$ cat config.mk
export PLATFORM = sky130hd
export DESIGN_NAME = decode_ctrl_pipe_flat
export DESIGN_NICKNAME = d
export VERILOG_FILES = /design/src/rtl/mips_ctrl_pkg.sv /design/src/rtl/decode_ctrl_pipe_if.sv /design/src/rtl/mult_busy_tracker.sv /design/src/rtl/decode_ctrl_pipe.sv /design/src/flat_wrapper.sv
export SDC_FILE = /design/constraint.sdc
export NUM_CORES = 1
export LEC_CHECK = 0
export CORE_MARGIN = 3
export CORE_UTILIZATION = 23
export CTS_CLUSTER_DIAMETER = 150
export CTS_CLUSTER_SIZE = 30
export DETAILED_ROUTE_END_ITERATION = 10
export PLACE_DENSITY = 0.54
export SLEW_MARGIN = 30
export SYNTH_ARGS = -nofsm -noshare
export SYNTH_HDL_FRONTEND = slang
export SYNTH_SLANG_ARGS = --single-unit
export TNS_END_PERCENT = 5
$ cat constraint.sdc
create_clock -name clk -period 7.6 [get_ports clk]
set_clock_uncertainty 0.15 [all_clocks]
set_input_delay 2.28 -clock clk [delete_from_list [all_inputs] [get_ports clk]]
set_output_delay 2.28 -clock clk [all_outputs]
set_load 0.02 [all_outputs]
$ cat src/rtl/mips_ctrl_pkg.sv
// Shared encodings for the ID-stage control path: opcodes, functs, ALU codes,
// pc_sel / MemtoReg encodings, FSM states and the registered control bundle.
package mips_ctrl_pkg;

   localparam logic [5:0] OP_RTYPE   = 6'h00;
   localparam logic [5:0] OP_J       = 6'h02;
   localparam logic [5:0] OP_JAL     = 6'h03;
   localparam logic [5:0] OP_BEQ     = 6'h04;
   localparam logic [5:0] OP_BNE     = 6'h05;
   localparam logic [5:0] OP_UART_RX = 6'h06;
   localparam logic [5:0] OP_UART_TX = 6'h07;
   localparam logic [5:0] OP_ADDI    = 6'h08;
   localparam logic [5:0] OP_SLTI    = 6'h0A;
   localparam logic [5:0] OP_ANDI    = 6'h0C;
   localparam logic [5:0] OP_ORI     = 6'h0D;
   localparam logic [5:0] OP_LUI     = 6'h0F;
   localparam logic [5:0] OP_LW      = 6'h23;
   localparam logic [5:0] OP_SW      = 6'h2B;

   localparam logic [5:0] FN_SLL  = 6'h00;
   localparam logic [5:0] FN_JR   = 6'h08;
   localparam logic [5:0] FN_MFLO = 6'h12;
   localparam logic [5:0] FN_MULT = 6'h18;
   localparam logic [5:0] FN_ADD  = 6'h20;
   localparam logic [5:0] FN_OR   = 6'h25;
   localparam logic [5:0] FN_SLT  = 6'h2A;

   localparam logic [3:0] ALU_SUB = 4'd1;
   localparam logic [3:0] ALU_ADD = 4'd2;
   localparam logic [3:0] ALU_AND = 4'd5;
   localparam logic [3:0] ALU_OR  = 4'd6;
   localparam logic [3:0] ALU_SLL = 4'd8;
   localparam logic [3:0] ALU_LUI = 4'd11;
   localparam logic [3:0] ALU_SLT = 4'd12;

   localparam logic [1:0] RD_RT = 2'd0;
   localparam logic [1:0] RD_RD = 2'd1;
   localparam logic [1:0] RD_RA = 2'd2;

   typedef enum logic [1:0] {PC_PLUS4, PC_JUMP, PC_JR, PC_BRANCH} pc_sel_e;
   typedef enum logic [1:0] {MR_ALU, MR_MEM, MR_PC4, MR_UART} mem_to_reg_e;
   typedef enum logic {S_RUN, S_MULT} state_e;

   typedef struct packed {
      logic        valid;
      logic [1:0]  reg_dst;
      logic [3:0]  alu_ctrl;
      logic        alu_src_b;
      mem_to_reg_e mem_to_reg;
      logic        uart_sel;
      logic        mem_write;
      logic        reg_write;
      logic        mult_op;
      logic        mflo;
   } ctrl_bundle_t;

endpackage

$ cat src/rtl/decode_ctrl_pipe_if.sv
// ID-stage bus: IF/ID instruction fields and EX hazard info in, ID/EX control
// bundle plus PC steering out. slave = decoder, master = its driver.
interface decode_ctrl_pipe_if #(
   parameter int ALUCTRL_W  = 4,
   parameter int REG_ADDR_W = 5
);
   logic                  instr_valid;
   logic [5:0]            opcode;
   logic [5:0]            funct;
   logic [REG_ADDR_W-1:0] rs;
   logic [REG_ADDR_W-1:0] rt;
   logic                  zero;
   logic [REG_ADDR_W-1:0] ex_rt;
   logic                  ex_lw;

   logic                  ctrl_valid;
   logic [1:0]            RegDst;
   logic [ALUCTRL_W-1:0]  ALUControl;
   logic                  ALUSrcB;
   logic [1:0]            MemtoReg;
   logic                  uart_sel;
   logic                  MemWrite;
   logic                  RegWrite;
   logic                  mult_op;
   logic                  mflo;
   logic [1:0]            pc_sel;
   logic                  PC_En;
   logic                  flush_ifid;
   logic                  illegal_op;

   modport slave (
      input  instr_valid, opcode, funct, rs, rt, zero, ex_rt, ex_lw,
      output ctrl_valid, RegDst, ALUControl, ALUSrcB, MemtoReg, uart_sel,
             MemWrite, RegWrite, mult_op, mflo, pc_sel, PC_En, flush_ifid, illegal_op
   );

   modport master (
      output instr_valid, opcode, funct, rs, rt, zero, ex_rt, ex_lw,
      input  ctrl_valid, RegDst, ALUControl, ALUSrcB, MemtoReg, uart_sel,
             MemWrite, RegWrite, mult_op, mflo, pc_sel, PC_En, flush_ifid, illegal_op
   );
endinterface

$ cat src/rtl/mult_busy_tracker.sv
// Down-counter started on mult issue; busy until LO is valid. clear is a
// synchronous wipe that discards any count in flight.
module mult_busy_tracker #(
   parameter int MULT_CYCLES = 4
) (
   input  logic clk,
   input  logic clear,
   input  logic start,
   output logic busy
);
   localparam int CNT_W = 4;

   logic [CNT_W-1:0] count;

   always_ff @(posedge clk) begin
      if (clear)
         count <= '0;
      else if (start)
         count <= CNT_W'(MULT_CYCLES - 1);
      else if (count != '0)
         count <= count - CNT_W'(1);
   end

   assign busy = (count != '0);
endmodule

$ cat src/rtl/decode_ctrl_pipe.sv
// Registered ID-stage decoder with stall/flush/mult tracking and sticky illegal flag.
// Build option: DECODE_LOADUSE_STALL_EN enables the one-cycle load-use interlock.
//
//   state  | meaning
//   S_RUN  | no multiply in flight
//   S_MULT | multiply in flight; mflo/mult stall until the counter drains
module decode_ctrl_pipe
   import mips_ctrl_pkg::*;
#(
   parameter int ALUCTRL_W   = 4,
   parameter int REG_ADDR_W  = 5,
   parameter int MULT_CYCLES = 4
) (
   input logic          clk,
   input logic          reset,
   decode_ctrl_pipe_if.slave bus
);
   ctrl_bundle_t dec, ctrl_q;
   logic         legal, rt_src, is_mult, is_mflo, is_j, is_jr, is_beq, is_bne;
   logic         load_use, mult_stall, stall, issue, mult_issue, mult_busy, illegal_q;
   logic         ex_dst_live, rs_hit, rt_hit;
   pc_sel_e      pc_sel_c;
   state_e       state_q, state_d;

   always_comb begin
      dec       = '0;
      dec.valid = 1'b1;
      legal     = 1'b1;
      rt_src    = 1'b0;
      is_mult   = 1'b0;
      is_mflo   = 1'b0;
      is_j      = 1'b0;
      is_jr     = 1'b0;
      is_beq    = 1'b0;
      is_bne    = 1'b0;
      case (bus.opcode)
         OP_RTYPE: begin
            rt_src = 1'b1;
            case (bus.funct)
               FN_SLL:  begin dec.reg_dst = RD_RD; dec.alu_ctrl = ALU_SLL; dec.reg_write = 1'b1; end
               FN_JR:   is_jr = 1'b1;
               FN_MFLO: begin dec.reg_dst = RD_RD; dec.mflo = 1'b1; dec.reg_write = 1'b1; is_mflo = 1'b1; end
               FN_MULT: begin dec.mult_op = 1'b1; is_mult = 1'b1; end
               FN_ADD:  begin dec.reg_dst = RD_RD; dec.alu_ctrl = ALU_ADD; dec.reg_write = 1'b1; end
               FN_OR:   begin dec.reg_dst = RD_RD; dec.alu_ctrl = ALU_OR;  dec.reg_write = 1'b1; end
               FN_SLT:  begin dec.reg_dst = RD_RD; dec.alu_ctrl = ALU_SLT; dec.reg_write = 1'b1; end
               default: legal = 1'b0;
            endcase
         end
         OP_J:       is_j = 1'b1;
         OP_JAL:     begin is_j = 1'b1; dec.reg_dst = RD_RA; dec.mem_to_reg = MR_PC4; dec.reg_write = 1'b1; end
         OP_BEQ:     begin is_beq = 1'b1; rt_src = 1'b1; dec.alu_ctrl = ALU_SUB; end
         OP_BNE:     begin is_bne = 1'b1; rt_src = 1'b1; dec.alu_ctrl = ALU_SUB; end
         OP_UART_RX: begin dec.mem_to_reg = MR_UART; dec.reg_write = 1'b1; end
         OP_UART_TX: begin dec.mem_to_reg = MR_UART; dec.uart_sel = 1'b1; dec.reg_write = 1'b1; end
         OP_ADDI:    begin dec.alu_ctrl = ALU_ADD; dec.alu_src_b = 1'b1; dec.reg_write = 1'b1; end
         OP_SLTI:    begin dec.alu_ctrl = ALU_SLT; dec.alu_src_b = 1'b1; dec.reg_write = 1'b1; end
         OP_ANDI:    begin dec.alu_ctrl = ALU_AND; dec.alu_src_b = 1'b1; dec.reg_write = 1'b1; end
         OP_ORI:     begin dec.alu_ctrl = ALU_OR;  dec.alu_src_b = 1'b1; dec.reg_write = 1'b1; end
         OP_LUI:     begin dec.alu_ctrl = ALU_LUI; dec.alu_src_b = 1'b1; dec.reg_write = 1'b1; end
         OP_LW:      begin dec.alu_ctrl = ALU_ADD; dec.alu_src_b = 1'b1; dec.mem_to_reg = MR_MEM; dec.reg_write = 1'b1; end
         OP_SW:      begin rt_src = 1'b1; dec.alu_ctrl = ALU_ADD; dec.alu_src_b = 1'b1; dec.mem_write = 1'b1; end
         default:    legal = 1'b0;
      endcase
   end

   // A load targeting $0 never creates a real dependency.
   assign ex_dst_live = bus.ex_lw && (bus.ex_rt != REG_ADDR_W'(0));
   assign rs_hit      = (bus.ex_rt == bus.rs);
   assign rt_hit      = (bus.ex_rt == bus.rt);

`ifdef DECODE_LOADUSE_STALL_EN
   assign load_use = bus.instr_valid && ex_dst_live && (rs_hit || (rt_src && rt_hit));
`else
   logic unused_loaduse;
   assign load_use       = 1'b0;
   assign unused_loaduse = ^{ex_dst_live, rs_hit, rt_hit, rt_src};
`endif

   assign mult_stall = bus.instr_valid && (is_mult || is_mflo) && (state_q == S_MULT) && mult_busy;
   assign stall      = load_use || mult_stall;
   assign issue      = bus.instr_valid && legal && !stall;
   assign mult_issue = issue && is_mult;

   mult_busy_tracker #(.MULT_CYCLES(MULT_CYCLES)) u_mult_busy (
      .clk   (clk),
      .clear (!reset),
      .start (mult_issue),
      .busy  (mult_busy)
   );

   always_comb begin
      state_d = state_q;
      case (state_q)
         S_RUN:   if (mult_issue) state_d = S_MULT;
         S_MULT:  if (!mult_issue && !mult_busy) state_d = S_RUN;
         default: state_d = S_RUN;
      endcase
   end

   always_comb begin
      pc_sel_c = PC_PLUS4;
      if (issue) begin
         if (is_j)                          pc_sel_c = PC_JUMP;
         else if (is_jr)                    pc_sel_c = PC_JR;
         else if (is_beq && bus.zero)       pc_sel_c = PC_BRANCH;
         else if (is_bne && !bus.zero)      pc_sel_c = PC_BRANCH;
      end
   end

   always_ff @(posedge clk) begin
      if (!reset) begin
         state_q   <= S_RUN;
         ctrl_q    <= '0;
         illegal_q <= 1'b0;
      end else begin
         state_q <= state_d;
         ctrl_q  <= issue ? dec : '0;
         if (bus.instr_valid && !legal)
            illegal_q <= 1'b1;
      end
   end

   assign bus.ctrl_valid = ctrl_q.valid;
   assign bus.RegDst     = ctrl_q.reg_dst;
   assign bus.ALUControl = ALUCTRL_W'(ctrl_q.alu_ctrl);
   assign bus.ALUSrcB    = ctrl_q.alu_src_b;
   assign bus.MemtoReg   = ctrl_q.mem_to_reg;
   assign bus.uart_sel   = ctrl_q.uart_sel;
   assign bus.MemWrite   = ctrl_q.mem_write;
   assign bus.RegWrite   = ctrl_q.reg_write;
   assign bus.mult_op    = ctrl_q.mult_op;
   assign bus.mflo       = ctrl_q.mflo;
   assign bus.pc_sel     = pc_sel_c;
   assign bus.PC_En      = !stall;
   assign bus.flush_ifid = (pc_sel_c != PC_PLUS4);
   assign bus.illegal_op = illegal_q;
endmodule
$ cat src/flat_wrapper.sv
// flat-port wrapper written by rule: the top's interface ports become plain ports
module decode_ctrl_pipe_flat import mips_ctrl_pkg::*;
#(
   parameter int ALUCTRL_W   = 4,
   parameter int REG_ADDR_W  = 5,
   parameter int MULT_CYCLES = 4
)
  (clk, reset, bus_instr_valid, bus_opcode, bus_funct, bus_rs, bus_rt, bus_zero, bus_ex_rt, bus_ex_lw, bus_ctrl_valid, bus_RegDst, bus_ALUControl, bus_ALUSrcB, bus_MemtoReg, bus_uart_sel, bus_MemWrite, bus_RegWrite, bus_mult_op, bus_mflo, bus_pc_sel, bus_PC_En, bus_flush_ifid, bus_illegal_op);
  decode_ctrl_pipe_if #(.ALUCTRL_W(ALUCTRL_W), .REG_ADDR_W(REG_ADDR_W)) bus_i ();
  input logic clk;
  input logic reset;
  input wire logic [$bits(bus_i.instr_valid)-1:0] bus_instr_valid;
  input wire logic [$bits(bus_i.opcode)-1:0] bus_opcode;
  input wire logic [$bits(bus_i.funct)-1:0] bus_funct;
  input wire logic [$bits(bus_i.rs)-1:0] bus_rs;
  input wire logic [$bits(bus_i.rt)-1:0] bus_rt;
  input wire logic [$bits(bus_i.zero)-1:0] bus_zero;
  input wire logic [$bits(bus_i.ex_rt)-1:0] bus_ex_rt;
  input wire logic [$bits(bus_i.ex_lw)-1:0] bus_ex_lw;
  output wire logic [$bits(bus_i.ctrl_valid)-1:0] bus_ctrl_valid;
  output wire logic [$bits(bus_i.RegDst)-1:0] bus_RegDst;
  output wire logic [$bits(bus_i.ALUControl)-1:0] bus_ALUControl;
  output wire logic [$bits(bus_i.ALUSrcB)-1:0] bus_ALUSrcB;
  output wire logic [$bits(bus_i.MemtoReg)-1:0] bus_MemtoReg;
  output wire logic [$bits(bus_i.uart_sel)-1:0] bus_uart_sel;
  output wire logic [$bits(bus_i.MemWrite)-1:0] bus_MemWrite;
  output wire logic [$bits(bus_i.RegWrite)-1:0] bus_RegWrite;
  output wire logic [$bits(bus_i.mult_op)-1:0] bus_mult_op;
  output wire logic [$bits(bus_i.mflo)-1:0] bus_mflo;
  output wire logic [$bits(bus_i.pc_sel)-1:0] bus_pc_sel;
  output wire logic [$bits(bus_i.PC_En)-1:0] bus_PC_En;
  output wire logic [$bits(bus_i.flush_ifid)-1:0] bus_flush_ifid;
  output wire logic [$bits(bus_i.illegal_op)-1:0] bus_illegal_op;
  assign bus_i.instr_valid = bus_instr_valid;
  assign bus_i.opcode = bus_opcode;
  assign bus_i.funct = bus_funct;
  assign bus_i.rs = bus_rs;
  assign bus_i.rt = bus_rt;
  assign bus_i.zero = bus_zero;
  assign bus_i.ex_rt = bus_ex_rt;
  assign bus_i.ex_lw = bus_ex_lw;
  assign bus_ctrl_valid = bus_i.ctrl_valid;
  assign bus_RegDst = bus_i.RegDst;
  assign bus_ALUControl = bus_i.ALUControl;
  assign bus_ALUSrcB = bus_i.ALUSrcB;
  assign bus_MemtoReg = bus_i.MemtoReg;
  assign bus_uart_sel = bus_i.uart_sel;
  assign bus_MemWrite = bus_i.MemWrite;
  assign bus_RegWrite = bus_i.RegWrite;
  assign bus_mult_op = bus_i.mult_op;
  assign bus_mflo = bus_i.mflo;
  assign bus_pc_sel = bus_i.pc_sel;
  assign bus_PC_En = bus_i.PC_En;
  assign bus_flush_ifid = bus_i.flush_ifid;
  assign bus_illegal_op = bus_i.illegal_op;
  decode_ctrl_pipe #(.ALUCTRL_W(ALUCTRL_W), .REG_ADDR_W(REG_ADDR_W), .MULT_CYCLES(MULT_CYCLES)) u_core (.clk(clk), .reset(reset), .bus(bus_i));
endmodule
# After elaboration in Yosys (flattened, before gate mapping)
# Cells that the tools add are included.
# Widths: inputs -> output; s select.
# word_totals
reg_bits	21
in_bits	32
wordCells	102
# op_classes
addsub	1
n_eq_ne	19
muxes	33
bitwise_logic	2
reduce_logical	33
# op_table
cell	count
$eq 6x4->1 const B	6
$eq 6x6->1 const B	5
$pmux 4 s7	1
$eq 6x3->1 const B	4
$mux 1	17
$mux 2	8
$pmux 4 s4	1
$mux 15	1
$reduce_or 7->1	2
$reduce_or 13->1	1
$eq 6x2->1 const B	2
$eq 6x5->1 const B	2
$logic_not 6->1	2
$logic_and 1x1->1	10
$reduce_or 9->1	1
$reduce_or 2->1	4
$pmux 1 s2	3
$pmux 2 s3	1
$logic_not 1->1	5
$reduce_or 5->1	1
$pmux 2 s2	1
$reduce_bool 2->1	2
$reduce_bool 4->1	1
$sub 4x1->4 const B	1
other kinds (5)	6

# Logic depth before layout (Yosys ltp)
# Gate-level depths: netlist of run 1.
# logic_depth
word_depth	14
ltp_mapped	9
mapped_depth_nobuf	7

# Cells and area by module
# From an unflattened synthesis of run 1, not the netlist that was laid out.
# hier_totals
cells_unflattened	159
area_unflattened_um2	1313.8
# modules_own_cells
module	instances	cells_each	area_per_inst_um2	seq_area_each_um2
decode_ctrl_pipe	1	138	1106.1	340.3
mult_busy_tracker	1	21	207.7	80.1

# Least setup slack after synthesis of run 1
# No wires, ideal clock.
# synth_timing
kind	input to output
from	input port bus_opcode[1]
to	output port bus_flush_ifid
arrival_time_ns	3.747
t_required_ns	5.170
setup_slack_ns	1.423
stages	5
path_cell_list	buf_6 or4_4 nor4b_4 a21oi_1 a21oi_1
# synth_between
elab_chain_len	10
word_cells_on_any_way	38
# synth_rtl
item	line_no	rtl
from (decl)	flat_wrapper.sv:13	input wire logic [$bits(bus_i.opcode)-1:0] bus_opcode;
branches (longest 8 deep; another with $eq 6x3->1)	-	
$mux 2 (*)	decode_ctrl_pipe.sv:103	if (issue) begin
$reduce_bool 2->1 (*)	decode_ctrl_pipe.sv:136	assign bus.flush_ifid = (pc_sel_c != PC_PLUS4);
to (decl)	flat_wrapper.sv:32	output wire logic [$bits(bus_i.flush_ifid)-1:0] bus_flush_ifid;
# Every way passes the cells marked *.

# Worst setup path in the final report of run 1
# layout_timing
from	input port bus_opcode[0]
to	output port bus_flush_ifid
# The elaborated chain is that of the path after synthesis.

==> results of run 1 <==
critical path: stages:
cell	delay, ps
clkdlybuf4s50_1	420
or4_4	590
or4_4	560
nand2_1	120
a21oi_1	50
clkdlybuf4s50_1	540
layout make-up:
cell class	count	share of cell area, %
timing repair buffer	41	23.20
multi-input combinational	119	43.25
inverter	5	1.101
sequential	21	24.67
clock buffer	4	2.643
tap	70	5.140
sequential cells by signal (all words and copies together) (netlist names):
name                      count
u_core.bus.ALUControl         4
u_core.bus.ALUSrcB            1
u_core.bus.MemWrite           1
u_core.bus.MemtoReg           2
u_core.bus.RegDst             2
u_core.bus.RegWrite           1
u_core.bus.ctrl_valid         1
u_core.bus.illegal_op         1
u_core.bus.mflo               1
u_core.bus.mult_op            1
u_core.bus.uart_sel           1
u_core.state_q                1
u_core.u_mult_busy.count      4
cell families after synthesis:
kind of cell / synth area share, %
fa+ha+maj: 0.9968
mux: 0.8972
flops: 33.50
simple gates: 36.69
xor+xnor: 3.490
buf+inv: 7.776
compound gates: 16.65
report_power, final:
group	internal [W]	leakage [nW]	total (W)	switching, W
sequential	0.000120	0.171	0.000126	0.00000630
combinational	0.0000417	0.424	0.0000879	0.0000462
clock	0.0000372	0.0228	0.0000712	0.0000339
total	0.000199	0.617	0.000285	0.0000865
Yosys cell counts (2+ instances only):
cell	count
nor4_1	5
and3b_1	2
nand4_1	2
nor2_1	16
buf_6	3
nand2b_1	2
a31oi_1	2
a21oi_1	9
or4_4	2
nand2_1	15
a21o_1	2
or2_2	3
buf_2	3
nand3_1	5
clkbuf_1	6
xnor2_1	2
dfxtp_1	21
nor2b_1	2
inv_1	5
o21ai_0	6
nor3_1	12
a211oi_1	2
a21boi_0	3
and3_1	2
xor2_1	3
placed cells by master, fill, tap and decap left out, types with 2 or more instances in the layout:
cell type / instances
buf_4: 6
o21ai_0: 6
or2_2: 3
clkdlybuf4s50_1: 35
dfxtp_1: 21
and3b_1: 2
inv_1: 5
clkbuf_8: 3
nor2_1: 16
nand2_1: 15
a21oi_1: 9
xnor2_1: 2
a31oi_1: 2
nor2b_1: 2
xor2_1: 3
nand3_1: 5
nand4_1: 2
nor4_1: 5
nand2b_1: 2
nor3_1: 12
or4_4: 2
a21boi_0: 3
a211oi_1: 2
a21o_1: 2
and3_1: 2
worst max path at each step:
stage / start / end / slack (ps) / cells after the start
final: bus_opcode[0] / bus_flush_ifid / 600 / 6
after global routing: bus_opcode[0] / bus_flush_ifid / 470 / 6
after CTS: bus_opcode[0] / bus_flush_ifid / 580 / 6
after detailed placement: bus_opcode[0] / bus_flush_ifid / 580 / 6
after global placement: bus_opcode[0] / bus_pc_sel[1] / 600 / 6
after floorplan: bus_opcode[1] / bus_flush_ifid / 1420 / 5
routing by layer:
layer / up-vias / wire length (um) / GRT usage [%]
li1: 630 / - / -
met1: 527 / 1575 / 14.80
met5: - / 0 / 0
met2: 29 / 1236 / 14.44
met3: 6 / 142 / 1.016
met4: 0 / 70 / 4.730
per-stage QoR:
step	hold WS, ps	instance area, sq um
after floorplan	291.3	1255
after global placement	312.0	1659
after detailed placement	314.9	1659
after CTS	327.4	1704
after global routing	344.3	1704
final	324.6	1704
==> flow_metrics.tcl, run 1 <==
set metrics [dict create \
    outcome "completed" \
    cts_hold_buf 0 \
    insertion_delay_ps 250 \
    syn_to_final_growth_pct 35.79 \
    setup_tns_ps 0 \
    gp_congestion 0.8249 \
    peakVddDrop_mv 0.05155 \
    dp_hpwl_um 2353 \
    setup_viol_count_final 0 \
    synth_top_area_share_pct 33.50 \
    clock-root-buffer "clkbuf_8" \
    reg2reg_depth 7 \
    n_fill_cell 563 \
    r2r_end "u_core.bus.ALUControl[1]" \
    maxSlewHeadroom_pct 63.36 \
    final_antenna_net_count 0 \
    startpoint_type "input port" \
    post_cts_buffers 0 \
    drc 0 \
    drt_iter0_markers 70 \
    register_area_sq_um 420.4 \
    end_kind "output pin" \
    grt_pass1_wl_um 5244 \
    final_hold_viol_count 0 \
    yosys.area.top_type "dfxtp_1" \
    wl_um 3024 \
    antenna_cells 0 \
    p_per_area_nw_per_um2 167.4 \
    max_cap_viol_count 0 \
    clockBufferDepth 2 \
    grt_overflow_total 0 \
    synthCells 158 \
    die_w_um 79.87 \
    final_cell_count_no_fill 260 \
    grt_pass1_vias 1093 \
    ys_seq_elements 21 \
    fin_ws_ps 598.8 \
    crit_fanout 4 \
    synth_area_leaders "dfxtp_1 (33%), nor3_1 (4.8%), nor2_1 (4.8%)" \
    synth-edff-count 0 \
    ys_types 48 \
    fp.coreArea_sq_um 5205 \
    synth_warnings 0 \
    async_flop_share_pct 0 \
    whs_path_depth 2 \
    start_util_pct 24.11 \
    grt_max_degree 17 \
    port_buffers 35 \
    num_vias 1192 \
    holdCritStartpoint "u_core.state_q" \
    track_usage_pct 10.05 \
    ys.flop_type "dfxtp_1" \
    leakagePower_nw 0.6170 \
    cts_tree "yes" \
    chipHeight_um 79.87 \
    fin_crit_ps 7001 \
    syn_area_per_cell_sq_um 7.943 \
    fin_crit_sh_pct 92.12 \
    syn_nets 191 \
    drive_above_1_share_pct 12.11 \
    p_total_w 0.0002853 \
    cts_resized 0 \
    syn_area_sq_um 1255 \
    hold_class "reg2reg" \
    cts.clk_slew.worst_paths_ps 70 \
    wire_per_inst_um 11.63 \
    tightest_slew_ps 535.7 \
    cts_sinks 21 \
    nNetsFinal 224 \
    rsz0062_at_grt "false" \
    rrSetupSlack_ps 5540 \
    post-place-ws_ps 582.6 \
    maxSlewViolCount 0 \
    utilization_pct 32.74 \
    regToRegStartpoint "u_core.u_mult_busy.count[0]" \
    die_area_sq_um 6378 \
    vias_per_cell 4.585 \
    first_pass_iters 4 \
    htreeDepth 1 \
    arrival_ps 4570 \
    cp_data_required_time_ps 5170 \
    cts_buffers 3 \
    timing.fmax_mhz 142.8 \
    ys_seq_area_share_pct 33.50 \
    io_pins 52 \
    place_inst 256 \
    multi_input_area_sq_um 737.0 \
    holdPathEnd "u_core.state_q" \
    path_class "in2out" \
    antenna_found_initial 0 \
    row_count 26 \
]
Note: power is estimated with default switching activity, not from simulation.
==> inputs of run 2 (changes only) <==
--- a/config.mk
+++ b/config.mk
@@ -5,6 +5,7 @@
 export SDC_FILE = /design/constraint.sdc
 export NUM_CORES = 1
 export LEC_CHECK = 0
+export CAP_MARGIN = 5
 export CORE_MARGIN = 3
 export CORE_UTILIZATION = 23
 export CTS_CLUSTER_DIAMETER = 150
==> results of run 2 <==
No change in the layout: final DEF, timing and power equal those of run 1.
==> inputs of run 3 (changes only) <==
==> constraint.sdc (replaced) <==
create_clock -name clk -period 7.6 [get_ports clk]
set_clock_uncertainty 0.15 [all_clocks]
set_input_delay 2.28 -clock clk [delete_from_list [all_inputs] [get_ports clk]]
set_output_delay 2.28 -clock clk [all_outputs]
set_load 0.1 [all_outputs]
==> flow_metrics.tcl, run 3 (synthesis results as in run 1) <==
set metrics [dict create \
    path_delay_family "simple AND/OR/NAND/NOR gates" \
    gp_congestion 0.7995 \
    clockBufferDepth 2 \
    clock-root-buffer "clkbuf_8" \
    fin_crit_sh_pct 90.25 \
    grt_pass1_vias 1072 \
    fin_ws_ps 741.2 \
    drive_above_1_share_pct 13.83 \
    path_cells "clkdlybuf4s50_1, or4_4, nor4b_4, a21oi_1, a21oi_1, buf_12" \
    n_fill_cell 578 \
    grt_pass1_wl_um 4836 \
    post_dp_cell_area_sq_um 1659 \
    antenna_cells 0 \
    tightest_slew_ps 972.5 \
    final_cell_count_no_fill 258 \
    grt_max_degree 17 \
    r2r_end "u_core.bus.ALUControl[2]" \
    insertion_delay_ps 260 \
    vias_per_cell 4.543 \
    final_hold_viol_count 0 \
    path_depth 6 \
    crit_end "bus_flush_ifid" \
    outcome "completed" \
    arrival_ps 4430 \
    place_inst 254 \
    crit_start "bus_opcode[1]" \
    wire_per_inst_um 11.39 \
    cp_slowest_cell "or4_4" \
    port_buffers 35 \
    reg2reg_depth 7 \
    cts_tree "yes" \
    cp_data_required_time_ps 5170 \
    crit_fanout 9 \
    setup_tns_ps 0 \
    first_pass_iters 4 \
    final_design_area_no_fill_sq_um 1705 \
    fin_crit_ps 6859 \
    startpoint_type "input port" \
    hold_class "reg2reg" \
    syn_to_final_growth_pct 35.89 \
    cts_resized 0 \
    cts_buffers 3 \
    regToRegStartpoint "u_core.u_mult_busy.count[0]" \
    cts_hold_buf 0 \
    row_count 26 \
    register_area_sq_um 420.4 \
    post-place-ws_ps 724.8 \
    wl_um 2938 \
    p_per_area_nw_per_um2 170.9 \
    max_cap_viol_count 0 \
    layout_common_cells "clkdlybuf4s50_1 (31), dfxtp_1 (21), nor2_1 (16), nand2_1 (15), nor3_1 (12)" \
    fp.coreArea_sq_um 5205 \
    grt_overflow_total 0 \
    chipHeight_um 79.87 \
    start_util_pct 24.11 \
    critPathMaxStageDelay_ps 620 \
    peakVddDrop_mv 0.04862 \
    post_cts_buffers 0 \
    rrSetupSlack_ps 5520 \
    end_kind "output pin" \
    final_common_cell "clkdlybuf4s50_1" \
    leakagePower_nw 0.6214 \
    dp_hpwl_um 2331 \
    timing.fmax_mhz 145.8 \
    cts_sinks 21 \
    maxSlewHeadroom_pct 34.96 \
    rsz0062_at_grt "false" \
    cts.clk_slew.worst_paths_ps 80 \
    die_w_um 79.87 \
    die_area_sq_um 6378 \
    path_class "in2out" \
    track_usage_pct 9.230 \
    htreeDepth 1 \
    nNetsFinal 222 \
    hold_ws_ps 328.2 \
    antenna_found_initial 0 \
    drt_iter0_markers 57 \
    num_vias 1172 \
    drc 0 \
    worst-path-buf-inv 2 \
    cp_common_cell "a21oi_1" \
    io_pins 52 \
    maxSlewViolCount 0 \
    setup_viol_count_final 0 \
    final_antenna_net_count 0 \
    multi_input_area_sq_um 737.0 \
]
[run 3: layout make-up]
| type | instances | share of cell area [%] |
|---|---|---|
| clock buffer | 3 | 2.421 |
| multi-input combinational | 119 | 43.21 |
| clock inverter | 1 | 0.2935 |
| tap | 70 | 5.136 |
| inverter | 5 | 1.101 |
| sequential | 21 | 24.65 |
| timing repair buffer | 39 | 23.18 |
[run 3: routing by layer]
| layer | track usage (%) | part of all wire, % | wire, um | vias up |
|---|---|---|---|---|
| met3 | 1.129 | 6.7 | 197 | 4 |
| met2 | 14.61 | 45 | 1311 | 42 |
| li1 | - | - | - | 625 |
| met4 | 3.041 | 1.2 | 34 | 0 |
| met5 | 0 | 0 | 0 | - |
| met1 | 12.91 | 47 | 1394 | 501 |
[run 3: worst min-delay path: cells and delay by family, from the launching register on]
family          cells  cell delay, ps
simple gates        1              50
compound gates      1              60
flops               1             320
[run 3: worst min-delay path by stage]
stage               slack [ps]                    end  depth (start not counted)                   from
global placement           310         u_core.state_q                          2         u_core.state_q
floorplan                  290         u_core.state_q                          2         u_core.state_q
detailed placement         320         u_core.state_q                          2         u_core.state_q
global route               360  u_core.bus.illegal_op                          1  u_core.bus.illegal_op
CTS                        330         u_core.state_q                          2         u_core.state_q
finish                     330         u_core.state_q                          2         u_core.state_q
[run 3: report_power, final]
part / internal, W / switching [W] / total, W
clock network: 0.0000365 / 0.0000347 / 0.0000711
logic: 0.0000410 / 0.0000529 / 0.0000939
registers: 0.000120 / 0.00000649 / 0.000126
[run 3: stage by stage]
stage               utilization, %  total power [W]
global placement             31.87        0.0002224
CTS                          32.76        0.0002932
global route                 32.76        0.0003125
detailed placement           31.87        0.0002231
floorplan                        -        0.0002018
finish                       32.76        0.0002915
